### config.mk
export PLATFORM = sky130hd
export DESIGN_NAME = axi_rd_burst_scheduler
export DESIGN_NICKNAME = d
export VERILOG_FILES = /design/src/rtl/axi_rd_burst_scheduler_pkg.sv /design/src/rtl/axi_rd_burst_scheduler_rr_arbiter2.sv /design/src/rtl/axi_rd_burst_scheduler.sv
export SDC_FILE = /design/constraint.sdc
export NUM_CORES = 1
export LEC_CHECK = 0
export BUFFER_PORTS_ARGS = -buffer_cell sky130_fd_sc_hd__buf_2
export CAP_MARGIN = 20
export CORE_MARGIN = 2
export CORE_UTILIZATION = 25
export CTS_CLUSTER_SIZE = 16
export DETAILED_ROUTE_END_ITERATION = 12
export PLACE_DENSITY = 0.58
export SLEW_MARGIN = 20
export SYNTH_ARGS = -nofsm -noshare
export SYNTH_HDL_FRONTEND = slang
export SYNTH_SLANG_ARGS = --single-unit
export TNS_END_PERCENT = 100
### constraint.sdc
create_clock -name M_AXI_ACLK -period 12.8 [get_ports M_AXI_ACLK]
set_input_delay 2.56 -clock M_AXI_ACLK [delete_from_list [all_inputs] [get_ports M_AXI_ACLK]]
set_output_delay 2.56 -clock M_AXI_ACLK [all_outputs]
set_load 0.02 [all_outputs]
### src/rtl/axi_rd_burst_scheduler_pkg.sv
// Shared definitions for the AXI read burst scheduler.
//   state_e        : scheduler FSM encoding
//   AXI_BURST_INCR : AXI4 INCR burst type
//   AXI_RESP_OKAY  : AXI4 OKAY response
//   bytes_per_beat : bytes carried by one data beat of a given bus width
//   axi_size       : AxSIZE encoding for a given bus width
package axi_rd_burst_scheduler_pkg;

    typedef enum logic [2:0] {
        IDLE = 3'd0,
        ARB  = 3'd1,
        ADDR = 3'd2,
        DATA = 3'd3,
        NEXT = 3'd4
    } state_e;

    localparam logic [1:0] AXI_BURST_INCR = 2'b01;
    localparam logic [1:0] AXI_RESP_OKAY  = 2'b00;

    function automatic int bytes_per_beat(input int data_width);
        return data_width / 8;
    endfunction

    function automatic logic [2:0] axi_size(input int data_width);
        return 3'($clog2(data_width / 8));
    endfunction

endpackage

### src/rtl/axi_rd_burst_scheduler_rr_arbiter2.sv
// Two-way round-robin arbiter.
//   M_AXI_ACLK    : clock
//   M_AXI_ARESETN : asynchronous active-low reset
//   req_i[1:0]    : request vector
//   accept_i      : grant is consumed this cycle; updates the last-grant record
//   gnt_o[1:0]    : one-hot grant (zero when nothing requests)
// On a tie the requester that was not granted last wins. Last-grant resets
// to 1 so requester 0 wins the first tie.
module rr_arbiter2
    import axi_rd_burst_scheduler_pkg::*;
(
    input  logic       M_AXI_ACLK,
    input  logic       M_AXI_ARESETN,
    input  logic [1:0] req_i,
    input  logic       accept_i,
    output logic [1:0] gnt_o
);

    logic last_q, last_d;

    always_comb begin
        gnt_o  = req_i;
        if (req_i == 2'b11) begin
            gnt_o = last_q ? 2'b01 : 2'b10;
        end
        last_d = last_q;
        if (accept_i && (gnt_o != 2'b00)) begin
            last_d = gnt_o[1];
        end
    end

    always_ff @(posedge M_AXI_ACLK or negedge M_AXI_ARESETN) begin
        if (!M_AXI_ARESETN) begin
            last_q <= 1'b1;
        end else begin
            last_q <= last_d;
        end
    end

endmodule

### src/rtl/axi_rd_burst_scheduler.sv
// Video line-fetch scheduler: arbitrates two line requesters and reads each
// granted line from its frame buffer as a sequence of AXI4 INCR bursts, one
// burst in flight at a time, streaming R beats straight into the requester's
// line FIFO.
//   M_AXI_ACLK / M_AXI_ARESETN : clock, asynchronous active-low reset
//   req_valid/req_sof/req_ready: per-requester line request handshake
//   fifo_full/fifo_wr_en/fifo_wr_data : per-requester FIFO write side
//   m_axi_ar* / m_axi_r*       : AXI4 read address and read data channels
//   rd_err                     : sticky, set by any non-OKAY rresp
module axi_rd_burst_scheduler
    import axi_rd_burst_scheduler_pkg::*;
#(
    parameter int                         AXI4_DATA_WIDTH = 128,
    parameter int                         AXI4_ADDR_WIDTH = 32,
    parameter int                         LINE_BEATS      = 480,
    parameter int                         BURST_LEN       = 32,
    parameter int                         V_DISP          = 1080,
    parameter logic [AXI4_ADDR_WIDTH-1:0] BASE_ADDR_0     = 32'h0000_0000,
    parameter logic [AXI4_ADDR_WIDTH-1:0] BASE_ADDR_1     = 32'h0100_0000
) (
    input  logic                       M_AXI_ACLK,
    input  logic                       M_AXI_ARESETN,
    input  logic [1:0]                 req_valid,
    input  logic [1:0]                 req_sof,
    output logic [1:0]                 req_ready,
    input  logic [1:0]                 fifo_full,
    output logic [1:0]                 fifo_wr_en,
    output logic [AXI4_DATA_WIDTH-1:0] fifo_wr_data,
    output logic [AXI4_ADDR_WIDTH-1:0] m_axi_araddr,
    output logic [7:0]                 m_axi_arlen,
    output logic [2:0]                 m_axi_arsize,
    output logic [1:0]                 m_axi_arburst,
    output logic                       m_axi_arvalid,
    input  logic                       m_axi_arready,
    input  logic [AXI4_DATA_WIDTH-1:0] m_axi_rdata,
    input  logic [1:0]                 m_axi_rresp,
    input  logic                       m_axi_rlast,
    input  logic                       m_axi_rvalid,
    output logic                       m_axi_rready,
    output logic                       rd_err
);

    localparam int BPB    = bytes_per_beat(AXI4_DATA_WIDTH);
    localparam int NBURST = LINE_BEATS / BURST_LEN;
    localparam int LINE_W = (V_DISP > 1) ? $clog2(V_DISP) : 1;
    localparam int CNT_W  = $clog2(NBURST + 1);
    localparam logic [AXI4_ADDR_WIDTH-1:0] LINE_BYTES  = AXI4_ADDR_WIDTH'(LINE_BEATS * BPB);
    localparam logic [AXI4_ADDR_WIDTH-1:0] BURST_BYTES = AXI4_ADDR_WIDTH'(BURST_LEN * BPB);

    state_e                          state_q, state_d;
    logic                            gnt_q, gnt_d;       // index of requester being served
    logic [1:0][LINE_W-1:0]          line_q, line_d;     // last line fetched per requester
    logic [AXI4_ADDR_WIDTH-1:0]      addr_q, addr_d;
    logic [CNT_W-1:0]                bcnt_q, bcnt_d;     // bursts issued for current line
    logic                            rd_err_q, rd_err_d;

    logic [1:0]                 arb_gnt;
    logic                       arb_sel;
    logic [LINE_W-1:0]          next_line;
    logic [AXI4_ADDR_WIDTH-1:0] start_addr;
    logic                       r_hs;

    rr_arbiter2 u_arb (
        .M_AXI_ACLK    (M_AXI_ACLK),
        .M_AXI_ARESETN (M_AXI_ARESETN),
        .req_i         (req_valid),
        .accept_i      (state_q == ARB),
        .gnt_o         (arb_gnt)
    );

    assign arb_sel    = arb_gnt[1];
    assign next_line  = req_sof[arb_sel] ? '0 :
                        (line_q[arb_sel] == LINE_W'(V_DISP - 1)) ? '0 :
                        line_q[arb_sel] + 1'b1;
    assign start_addr = (arb_sel ? BASE_ADDR_1 : BASE_ADDR_0)
                      + AXI4_ADDR_WIDTH'(next_line) * LINE_BYTES;

    // Beat accepted: only in DATA and only while the served FIFO has room.
    assign r_hs = (state_q == DATA) && m_axi_rvalid && !fifo_full[gnt_q];

    assign m_axi_araddr  = addr_q;
    assign m_axi_arlen   = 8'(BURST_LEN - 1);
    assign m_axi_arsize  = axi_size(AXI4_DATA_WIDTH);
    assign m_axi_arburst = AXI_BURST_INCR;
    assign fifo_wr_data  = m_axi_rdata;
    assign rd_err        = rd_err_q;

    always_comb begin
        state_d       = state_q;
        gnt_d         = gnt_q;
        line_d        = line_q;
        addr_d        = addr_q;
        bcnt_d        = bcnt_q;
        rd_err_d      = rd_err_q | (r_hs && (m_axi_rresp != AXI_RESP_OKAY));
        req_ready     = 2'b00;
        m_axi_arvalid = 1'b0;
        m_axi_rready  = 1'b0;
        fifo_wr_en    = 2'b00;
        unique case (state_q)
            IDLE: begin
                if (|req_valid) state_d = ARB;
            end
            ARB: begin
                if (|arb_gnt) begin
                    req_ready        = arb_gnt;
                    gnt_d            = arb_sel;
                    line_d[arb_sel]  = next_line;
                    addr_d           = start_addr;
                    bcnt_d           = '0;
                    state_d          = ADDR;
                end else begin
                    state_d = IDLE;
                end
            end
            ADDR: begin
                m_axi_arvalid = 1'b1;
                if (m_axi_arready) begin
                    bcnt_d  = bcnt_q + 1'b1;
                    state_d = DATA;
                end
            end
            DATA: begin
                m_axi_rready = !fifo_full[gnt_q];
                if (r_hs) begin
                    fifo_wr_en[gnt_q] = 1'b1;
                    // Early rlast simply ends the burst; beats are not counted.
                    if (m_axi_rlast) state_d = NEXT;
                end
            end
            NEXT: begin
                if (bcnt_q < CNT_W'(NBURST)) begin
                    addr_d  = addr_q + BURST_BYTES;
                    state_d = ADDR;
                end else begin
                    state_d = (|req_valid) ? ARB : IDLE;
                end
            end
            default: state_d = IDLE;
        endcase
    end

    always_ff @(posedge M_AXI_ACLK or negedge M_AXI_ARESETN) begin
        if (!M_AXI_ARESETN) begin
            state_q  <= IDLE;
            gnt_q    <= 1'b0;
            line_q   <= '0;
            addr_q   <= '0;
            bcnt_q   <= '0;
            rd_err_q <= 1'b0;
        end else begin
            state_q  <= state_d;
            gnt_q    <= gnt_d;
            line_q   <= line_d;
            addr_q   <= addr_d;
            bcnt_q   <= bcnt_d;
            rd_err_q <= rd_err_d;
        end
    end

endmodule

==> results of run 1 <==
==> worst paths after layout <==
| path | start | endpoint | slack, ns | cells past startpoint |
|---|---|---|---|---|
| worst max register to register | u_arb.last_q$_DFFE_PN1P_ | m_axi_araddr[23]$_DFFE_PN0P_ | 7.05 | 20 |
| worst min register to register | rd_err$_DFF_PN0_ | rd_err$_DFF_PN0_ | 0.47 | 1 |
| max in group asynchronous | M_AXI_ARESETN | line_q[2]$_DFFE_PN0P_ | 9.92 | 2 |
| worst min-delay path | rd_err$_DFF_PN0_ | rd_err$_DFF_PN0_ | 0.47 | 1 |
| worst max-delay path | req_valid[1] | m_axi_araddr[23]$_DFFE_PN0P_ | 5.07 | 21 |
| min in group asynchronous | M_AXI_ARESETN | m_axi_araddr[31]$_DFFE_PN0P_ | 2.38 | 2 |
==> cell type report <==
| type | instances | share of cell area (%) |
|---|---|---|
| Inverter | 45 | 3.28 |
| Sequential cell | 55 | 26.7 |
| Multi-Input combinational cell | 398 | 55.2 |
| Tap cell | 280 | 6.80 |
| Timing Repair Buffer | 46 | 4.66 |
| Clock buffer | 6 | 2.69 |
| Clock inverter | 2 | 0.680 |
==> layout by cell type (no fill, tap or decap), types with 6 or more instances in the layout <==
cell	netlist	routed
nand2b_1	7	7
nand4_1	9	9
inv_1	44	44
and2_1	6	6
and3_1	9	9
nor3_1	10	10
conb_1	2	22
nand3_1	24	24
dfrtp_1	54	54
xor2_1	19	19
mux2i_1	9	9
nand2_1	57	57
fa_1	19	19
a21oi_1	26	26
o31ai_1	6	6
o21ai_0	33	33
mux2_2	8	8
nor2_1	34	34
buf_2	9	42
ha_1	21	21
==> registers in the layout, indices dropped and copies added, names as in the netlist <==
register      flops
m_axi_araddr     23
line_q           22
bcnt_q            4
state_q           3
gnt_q             1
rd_err            1
u_arb.last_q      1
==> power by group through the flow <==
stage,clock (mW),sequential (mW),combinational [mW]
after global routing,0.175,0.293,0.430
after CTS,0.167,0.283,0.380
after detailed placement,0,0.285,0.378
final,0.162,0.284,0.377
after global placement,0,0.286,0.374
after floorplan,0,0.287,0.333
==> critical path, cell delays in order <==
cell and delay [ns]:
buf_2 0.14, a21bo_4 0.32, mux2i_4 0.22, inv_2 0.08, ha_1 0.30, nand3_1 0.11
o22a_1 0.24, o21ai_2 0.55, nand2b_1 0.33, inv_1 0.14, fa_1 0.54, inv_1 0.06
fa_1 0.49, inv_1 0.04, ha_1 0.37, a21oi_4 0.19, o211ai_2 0.13, a31o_2 0.29
a221o_1 0.33, and4b_1 0.19, or3_1 0.30
==> per-stage QoR <==
stage | setup WS, ns | total power, mW | cell area, um2 | hold slack, ns | cells
final | 5.07 | 0.823 | 5150 | 0.472 | 832
after global placement | 4.92 | 0.660 | 4980 | 0.445 | 824
after detailed placement | 4.79 | 0.663 | 4980 | 0.451 | 824
after global routing | 4.79 | 0.898 | 5150 | 0.514 | 832
after floorplan | 5.28 | 0.620 | 5610 | 0.466 | 666
after CTS | 5.08 | 0.830 | 5150 | 0.472 | 832
==> metal layers <==
metal | global-route usage, % | share of wire, % | up-vias | routed length (um)
met5 | 0 | 0 | - | 0
met4 | 3.62 | 2.0 | 0 | 225
met3 | 1.99 | 5.1 | 33 | 578
met2 | 15.2 | 47 | 107 | 5310
met1 | 12.8 | 46 | 1861 | 5130
li1 | - | - | 1822 | -
==> cell families (layout without fill, tap and decap cells) <==
| family | Yosys count | count (layout) |
|---|---|---|
| xor gates and xnor gates | 24 | 24 |
| AOI/OAI and AO/OA | 115 | 115 |
| buffers and inverters | 213 | 99 |
| and+or+nand+nor | 178 | 178 |
| other | 2 | 22 |
| muxes | 19 | 19 |
| adders and majority gates | 40 | 40 |
| DFF | 55 | 55 |
==> impl_metrics.yaml, run 1 <==
floorplan:
  rows: 54
  die-area_um2: 23300
  fp.dieH_um: 153
  io_pins: 321
  coreArea_um2: 21800
  die_w_um: 153
  start_util_pct: 25.4
pwr:
  p_comb_share_pct: 45.8
  ir_drop_mv: 0.0593
  p_clk_share_pct: 19.7
  sw_frac_of_total_pct: 43.9
  p_leak_nw: 2.38
  power.internal_mw: 0.462
  p_per_area_nw_per_um2: 160
  p_sw_mw: 0.361
  p_seq_share_pct: 34.5
clock_network:
  cts_max_path_buffers: 2
  path_clk_slew_ns: 0.08
  clock_tree.root_cell: "clkbuf_16"
  postCtsSetupBuffers: 0
  clkSinkCount: 55
  clk_latency_ns: 0.30
  cts-buffers-inserted: 5
  cts_tree: "yes"
  ctsResizeCount: 0
  cts_hold_buffers: 0
  cts_max_level: 2
sta:
  fin_crit_sh_pct: 60.4
  skew_ns: 0.0120
  hold_violations: 0
  worstMarginPinSlew_ns: 0.931
  timing.final.crit_period_ns: 7.73
  final_max_slew_viol_count: 0
  fmaxAchievable_mhz: 129
  finalSetupViolations: 0
  slew_headroom_pct: 37.9
  rsz0062_at_grt: "false"
  setup_tns_ns: 0
detailed_routing:
  vias_per_cell: 4.59
  postRouteAntennaNets: 0
  wl_um: 11200
  vias: 3823
  post-route-drc-count: 0
  initialDrtViolationCount: 215
  avgRoutedWirePerCell_um: 13.5
  drt_pass1_iterations: 5
grt:
  grt_pass1_vias: 3667
  grt.total_usage_pct: 9.54
  grt_remaining_overflow: 0
  grt_first_pass_wirelength_um: 18800
  grt_antenna_before_repair: 0
  grt_max_degree: 56
critical_path:
  worstSetupStartpointType: "primary input"
  arrival_ns: 7.91
  crit_required_ns: 12.98
  cp-end-kind: "flop"
  path_class: "primary input to flop"
  path_max_fanout: 16
synthesis:
  synth_area_leaders: "dfrtp_1 (24%), buf_4 (20%), fa_1 (6.9%)"
  ys_ff_latch: 55
  synth_ff_type: "dfrtp_1"
  synthMuxAreaShare_pct: 4.07
  yosysWarnings: 0
  synth_cells: 646
  avgSynthCellArea_um2: 8.56
  synthTopCellsByCount: "buf_4 (151), nand2_1 (57), dfrtp_1 (54)"
  yosysTopAreaCellShare_pct: 24.4
  synth_top_area_cell: "dfrtp_1"
  synth_top_family_by_area: "buffers and inverters"
  synth_fa_ha_area_share_pct: 11.6
  synth_compound_area_share_pct: 14.0
  ys_types: 71
  synth-simple-area-share_pct: 16.4
  seq_area_frac_synth_pct: 24.9
  synth_edf_count: 0
  synth_most_common_cell: "buf_4"
  async_flop_share_pct: 100
  synth_xor_xnor_area_share_pct: 3.80
  synth.cell_area_um2: 5530
placement:
  dp_hpwl_um: 8560
  gp_congestion: 0.810
  portBuffers: 42
hold_path:
  min_path_type: "flop to flop"
cells_and_area:
  area_growth_pct: -6.81
  final_util_pct: 23.7
  diodes: 0
  multi_input_area_um2: 2840
  final_nets: 732
  n_fill_cell: 2344
  drive_gt1_share_pct: 14.7
  ff_latch_area_um2: 1380
run:
  maxCapViolCount: 0
outcome:
  status: "finished, final reports clean"
No activity file was read; power rests on OpenSTA's default activity.
==> run 2, diff against run 1 <==
--- a/config.mk
+++ b/config.mk
@@ -5,13 +5,14 @@
 export SDC_FILE = /design/constraint.sdc
 export NUM_CORES = 1
 export LEC_CHECK = 0
+export ABC_AREA = 1
 export BUFFER_PORTS_ARGS = -buffer_cell sky130_fd_sc_hd__buf_2
 export CAP_MARGIN = 20
 export CORE_MARGIN = 2
 export CORE_UTILIZATION = 25
 export CTS_CLUSTER_SIZE = 16
 export DETAILED_ROUTE_END_ITERATION = 12
-export PLACE_DENSITY = 0.58
+export PLACE_DENSITY = 0.57
 export SLEW_MARGIN = 20
 export SYNTH_ARGS = -nofsm -noshare
 export SYNTH_HDL_FRONTEND = slang
==> constraint.sdc (replaced) <==
create_clock -name M_AXI_ACLK -period 7.4 [get_ports M_AXI_ACLK]
set_input_delay 1.48 -clock M_AXI_ACLK [delete_from_list [all_inputs] [get_ports M_AXI_ACLK]]
set_output_delay 1.48 -clock M_AXI_ACLK [all_outputs]
set_load 0.02 [all_outputs]
==> run 2 against run 1 <==
Count of clock-buffer cells in the layout stayed put. Total power grew 120%. Hold slack lost 0.0021 ns. Area after synthesis is 4.3% higher. Global-route usage increased by 1.5 points. Non-clock buffer count fell by 1. Largest cell class unchanged. Highest routed layer unchanged.
==> impl_metrics.yaml, run 2 <==
outcome:
  status: "finished, final reports clean"
cells_and_area:
  area_growth_pct: -7.09
  final_util_pct: 23.7
  diodes: 0
  final_nets: 900
  fin_area_um2: 5360
  layout.cells.most_common: "nand2_1"
  largest_reg_flops: 23
  layout_common_cells: "nand2_1 (163), inv_1 (98), nand3_1 (60), nor2_1 (60), dfrtp_1 (54)"
  drive_gt1_share_pct: 12.6
clock_network:
  clock_tree.root_cell: "clkbuf_16"
  cts_hold_buffers: 0
  cts_max_level: 2
  cts_tree: "yes"
  clk_latency_ns: 0.30
  path_clk_slew_ns: 0.07
  postCtsSetupBuffers: 0
  clkSinkCount: 55
  cts_max_path_buffers: 2
  cts-buffers-inserted: 5
  ctsResizeCount: 0
synthesis:
  synthTopCellsByCount: "nand2_1 (163), buf_4 (153), inv_1 (98)"
  ys_ff_latch: 55
  avgSynthCellArea_um2: 7.12
  synth_area_leaders: "dfrtp_1 (23%), buf_4 (20%), nand2_1 (11%)"
  ys_types: 40
  yosysTopAreaCellShare_pct: 23.4
  synth_ff_type: "dfrtp_1"
  synth_top_area_cell: "dfrtp_1"
  synth_most_common_cell: "nand2_1"
  async_flop_share_pct: 100
  yosysWarnings: 0
  synth.cell_area_um2: 5770
  synth_cells: 810
  seq_area_frac_synth_pct: 23.9
  synth_edf_count: 0
detailed_routing:
  vias: 4446
  postRouteAntennaNets: 0
  vias_per_cell: 4.42
  drt_pass1_iterations: 4
  post-route-drc-count: 0
  initialDrtViolationCount: 228
  wl_um: 13000
  avgRoutedWirePerCell_um: 12.9
floorplan:
  io_pins: 321
  rows: 55
  die-area_um2: 24300
  die_w_um: 156
  coreArea_um2: 22600
  fp.dieH_um: 156
  start_util_pct: 25.5
run:
  maxCapViolCount: 0
sta:
  skew_ns: 0.00744
  final_max_slew_viol_count: 0
  finalSetupViolations: 0
  worstMarginPinSlew_ns: 0.759
  rsz0062_at_grt: "false"
  hold_violations: 0
  fmaxAchievable_mhz: 181
  setup_tns_ns: 0
  timing.final.crit_period_ns: 5.51
  fin_crit_sh_pct: 74.5
  slew_headroom_pct: 49.4
critical_path:
  arrival_ns: 5.70
  crit_required_ns: 7.59
  path_class: "primary input to flop"
  cp-end-kind: "flop"
  path_max_fanout: 20
  worstSetupStartpointType: "primary input"
grt:
  grt_antenna_before_repair: 0
  grt_pass1_vias: 4335
  grt_remaining_overflow: 0
  grt_first_pass_wirelength_um: 21700
  grt.total_usage_pct: 11.1
  grt_max_degree: 56
placement:
  dpl-instance-area_um2: 5220
  dp_hpwl_um: 10300
  portBuffers: 42
  gp_congestion: 0.864
pwr:
  ir_drop_mv: 0.108
  p_leak_nw: 2.69
  p_per_area_nw_per_um2: 331
hold_path:
  min_path_type: "flop to flop"
==> run 2: changes by cell type in the layout (fill, tap and decap cells not counted), moves of 7 or more <==
cell      before  now
and3_1         9    0
inv_1         44   98
mux2_2         8    0
mux2i_1        9    0
nand2_1       57  163
nand2_2        0   13
nand2b_1       7    0
nand3_1       24   60
nand4_1        9   20
nor2_1        34   60
o21ai_1        5   12
xor2_1        19    4
==> run 2: layer usage <==
metal  global-route usage (%)  vias to the layer above  routed length (um)
met5                        0                        -                   0
met4                     4.33                        0                 443
met1                     13.5                     2062                5680
li1                         -                     2221                   -
met2                     18.2                      119                5950
met3                     3.42                       44                 903
==> run 2: final cells by class <==
| cell class | count | area [um2] |
|---|---|---|
| tap | 285 | 357 |
| clock inverter | 2 | 12.5 |
| sequential | 55 | 1380 |
| multi-input combinational | 506 | 2850 |
| inverter | 106 | 398 |
| clock buffer | 6 | 129 |
| timing repair buffer | 45 | 233 |
| fill | 2523 | 17300 |
==> run 2: path summary, 6_finish.rpt <==
| check | start | to | slack [ns] | cells after the start |
|---|---|---|---|---|
| max | req_valid[0] | m_axi_araddr[17]$_DFFE_PN0P_ | 1.89 | 25 |
| min | rd_err$_DFF_PN0_ | rd_err$_DFF_PN0_ | 0.47 | 1 |
| max reg2reg | u_arb.last_q$_DFFE_PN1P_ | m_axi_araddr[17]$_DFFE_PN0P_ | 2.62 | 24 |
| min reg2reg | rd_err$_DFF_PN0_ | rd_err$_DFF_PN0_ | 0.47 | 1 |
| max in group asynchronous | M_AXI_ARESETN | line_q[5]$_DFFE_PN0P_ | 5.56 | 2 |
| min in group asynchronous | M_AXI_ARESETN | m_axi_araddr[20]$_DFFE_PN0P_ | 1.32 | 2 |
==> run 2: cell families after synthesis <==
logic type      Yosys count  share of synthesized area, %
simple gates            353                          27.9
buf+inv                 269                          28.0
compound gates           87                          8.31
flops                    55                          23.9
fa+ha+maj                40                          11.2
xor+xnor                  4                         0.607
other cells               2                         0.130
==> run 2: power breakdown <==
part	internal [mW]	switching, mW	leakage (nW)
clock	0.125	0.111	0.0669
combinational	0.334	0.680	1.92
sequential	0.408	0.115	0.705
total	0.867	0.906	2.69
==> run 2: critical path, stage by stage <==
cell and delay [ns]:
buf_2 0.09, nand2_2 0.15, nand2_2 0.36, nand2_1 0.12, nand2_2 0.10, ha_1 0.19, nand3_1 0.14, nor2_1 0.15
nand3_2 0.12, nand2_1 0.09, inv_2 0.08, nand2_2 0.16, inv_1 0.11, fa_1 0.49, inv_1 0.05, fa_1 0.50
inv_1 0.04, ha_1 0.37, nand2_1 0.11, o21ai_0 0.26, inv_1 0.09, nand3_1 0.08, nand3_1 0.12, a21oi_1 0.20
nor2_1 0.06
==> run 2: metrics by stage <==
stage / hold slack (ns) / power, mW / worst slack, ns / instances
finish: 0.469 / 1.77 / 1.89 / 1005
global route: 0.506 / 1.97 / 1.36 / 1005
CTS: 0.478 / 1.80 / 1.90 / 1005
detailed placement: 0.461 / 1.56 / 1.58 / 997
global placement: 0.456 / 1.54 / 1.66 / 997
floorplan: 0.441 / 1.38 / 2.40 / 830
==> run 3, diff against run 2 <==
--- a/config.mk
+++ b/config.mk
@@ -5,14 +5,14 @@
 export SDC_FILE = /design/constraint.sdc
 export NUM_CORES = 1
 export LEC_CHECK = 0
-export ABC_AREA = 1
+export ABC_AREA = 0
 export BUFFER_PORTS_ARGS = -buffer_cell sky130_fd_sc_hd__buf_2
 export CAP_MARGIN = 20
 export CORE_MARGIN = 2
 export CORE_UTILIZATION = 25
 export CTS_CLUSTER_SIZE = 16
 export DETAILED_ROUTE_END_ITERATION = 12
-export PLACE_DENSITY = 0.57
+export PLACE_DENSITY = 0.58
 export SLEW_MARGIN = 20
 export SYNTH_ARGS = -nofsm -noshare
 export SYNTH_HDL_FRONTEND = slang
==> constraint.sdc (replaced) <==
create_clock -name M_AXI_ACLK -period 5.36 [get_ports M_AXI_ACLK]
set_input_delay 1.072 -clock M_AXI_ACLK [delete_from_list [all_inputs] [get_ports M_AXI_ACLK]]
set_output_delay 1.072 -clock M_AXI_ACLK [all_outputs]
set_load 0.02 [all_outputs]
==> run 3 against run 2 <==
Critical path depth fell by 4. Register-to-register slack got worse by 2.1 ns. Final cell count fell by 12%. Clock power rose by 44%. First-iteration DRC count rose by 3.1%. Via count fell by 11%. Critical path type unchanged. Critical endpoint is now m_axi_araddr[23]$_DFFE_PN0P_. Largest power group unchanged.
==> impl_metrics.yaml, run 3 (synthesized netlist as in run 1, its figures left out) <==
critical_path:
  arrival_ns: 5.34
  crit_slowest_cell: "fa_1"
  max_stage_delay_ns: 0.46
  cp_num_buf_inv: 4
  critical-path-top-delay-family: "simple AND/OR/NAND/NOR gates"
  worstSetupStartpointType: "primary input"
  path_max_fanout: 7
  cp_cell_sequence: "buf_2, a21bo_4, mux2i_4, inv_2, ha_4, nand2_4, nor4b_4, nor2_2, o311a_1, nor3_4, fa_1, inv_1, fa_1, inv_2, ha_4, nand2_4, nand2b_4, a31o_4, a221o_1, and4b_1, or3_1"
  cp-end-kind: "flop"
  crit_required_ns: 5.54
  path_class: "primary input to flop"
clock_network:
  path_clk_slew_ns: 0.08
  cts_tree: "yes"
  cts_max_path_buffers: 2
  cts-buffers-inserted: 5
  cts_max_level: 2
  clock_tree.root_cell: "clkbuf_16"
  clkSinkCount: 55
  clk_latency_ns: 0.30
grt:
  grt_first_pass_wirelength_um: 20100
  grt_antenna_before_repair: 0
  grt_max_degree: 56
  grt_pass1_vias: 3858
  grt.total_usage_pct: 10.3
  grt_remaining_overflow: 0
sta:
  fmaxAchievable_mhz: 194
  fin_crit_sh_pct: 96.2
  rsz0062_at_grt: "false"
  worstMarginPinSlew_ns: 0.890
  finalSetupViolations: 0
  timing.final.crit_period_ns: 5.16
  slew_headroom_pct: 40.6
  setup_ws_ns: 0.201
  hold_violations: 0
  final_max_slew_viol_count: 0
  skew_ns: 0.00746
floorplan:
  fp.dieH_um: 153
  die-area_um2: 23300
  coreArea_um2: 21800
  rows: 54
  die_w_um: 153
  io_pins: 321
  start_util_pct: 25.4
cells_and_area:
  layout.cells.most_common: "nand2_1"
  diodes: 0
  area_growth_pct: 2.49
  drive_gt1_share_pct: 24.8
  n_fill_cell: 2356
  final_nets: 782
  layout_common_cells: "nand2_1 (55), dfrtp_1 (54), buf_4 (54)"
  largest_reg_flops: 23
run:
  maxCapViolCount: 0
pwr:
  ir_drop_mv: 0.166
  p_per_area_nw_per_um2: 368
  p_leak_nw: 2.66
  total_power_mw: 2.08
detailed_routing:
  wl_um: 12100
  postRouteAntennaNets: 0
  initialDrtViolationCount: 235
  vias: 3964
  post-route-drc-count: 0
  vias_per_cell: 4.49
  drt_pass1_iterations: 4
  avgRoutedWirePerCell_um: 13.7
placement:
  dp_worst_setup_slack_ns: -0.161
  portBuffers: 42
  dp_hpwl_um: 9280
  gp_congestion: 0.812
hold_path:
  min_path_type: "flop to flop"
outcome:
  status: "finished, final reports clean"
run 3: cell count changes in the layout (fill, tap and decap cells not counted), sizes merged, moves of 15 or more:
cell	change
inv	-59
xor2	+15
nor2	-35
buf	+51
nand2	-119
nand3	-39
run 3: stage by stage:
stage / cells / util [%] / hold slack, ns / area, um2 / TNS, ns
CTS: 877 / 25.7 / 0.473 / 5580 / 0
detailed placement: 869 / 25.0 / 0.454 / 5440 / -0.241
floorplan: 666 / - / 0.470 / 5740 / -0.180
global route: 882 / 26.1 / 0.515 / 5670 / 0
finish: 882 / 26.1 / 0.478 / 5670 / 0
global placement: 869 / 25.0 / 0.447 / 5440 / -0.0589
run 3: final timing paths:
kind                                          start                            to  slack [ns]  cells after the start
max in group asynchronous             M_AXI_ARESETN        line_q[19]$_DFFE_PN0P_        3.94                      2
hold reg to reg                    rd_err$_DFF_PN0_              rd_err$_DFF_PN0_        0.48                      1
setup reg to reg           u_arb.last_q$_DFFE_PN1P_  m_axi_araddr[23]$_DFFE_PN0P_        0.53                     18
hold / removal                     rd_err$_DFF_PN0_              rd_err$_DFF_PN0_        0.48                      1
setup / recovery                       req_valid[0]  m_axi_araddr[23]$_DFFE_PN0P_        0.20                     21
min in group asynchronous             M_AXI_ARESETN  m_axi_araddr[29]$_DFFE_PN0P_        0.91                      2
run 3: cell type report:
| class | count | area (um2) | share of cell area [%] |
|---|---|---|---|
| Tap cell | 280 | 350 | 6.18 |
| Sequential cell | 55 | 1380 | 24.3 |
| Multi-Input combinational cell | 398 | 3010 | 53.2 |
| Clock buffer | 6 | 129 | 2.27 |
| Timing Repair Buffer | 96 | 616 | 10.9 |
| Clock inverter | 2 | 13.8 | 0.243 |
| Inverter | 45 | 169 | 2.98 |
run 3: what timing repair did:
item	4_1_cts	5_1_grt
gates resized for setup	0	8
hold buffers	0	0
buffers inserted	0	5
setup endpoints to repair	0	3
run 3: per-layer routing:
metal	GRT usage [%]	vias up	part of all wire, %
met1	14.1	1926	45
li1	-	1915	-
met2	16.1	94	47
met3	1.93	29	5.7
met4	3.92	0	2.1
met5	0	-	0
run 3: power breakdown:
group          switching [mW]  total (mW)  leakage (nW)  internal [mW]
logic                   0.604        1.07          1.87          0.462
clock network           0.164       0.339        0.0708          0.174
registers               0.157       0.680         0.716          0.523
run 3: worst register-to-register path, cell delays in order, from the launching register on:
cell	delay, ns
dfstp_2	0.60
a21bo_4	0.17
mux2i_4	0.23
inv_2	0.07
ha_4	0.20
nand3_1	0.08
o22a_1	0.20
o21ai_4	0.09
or2_1	0.27
fa_1	0.54
inv_1	0.06
fa_1	0.49
fa_2	0.39
a21oi_4	0.15
o211ai_2	0.11
a31o_4	0.26
a221o_1	0.33
and4b_1	0.17
or3_1	0.29
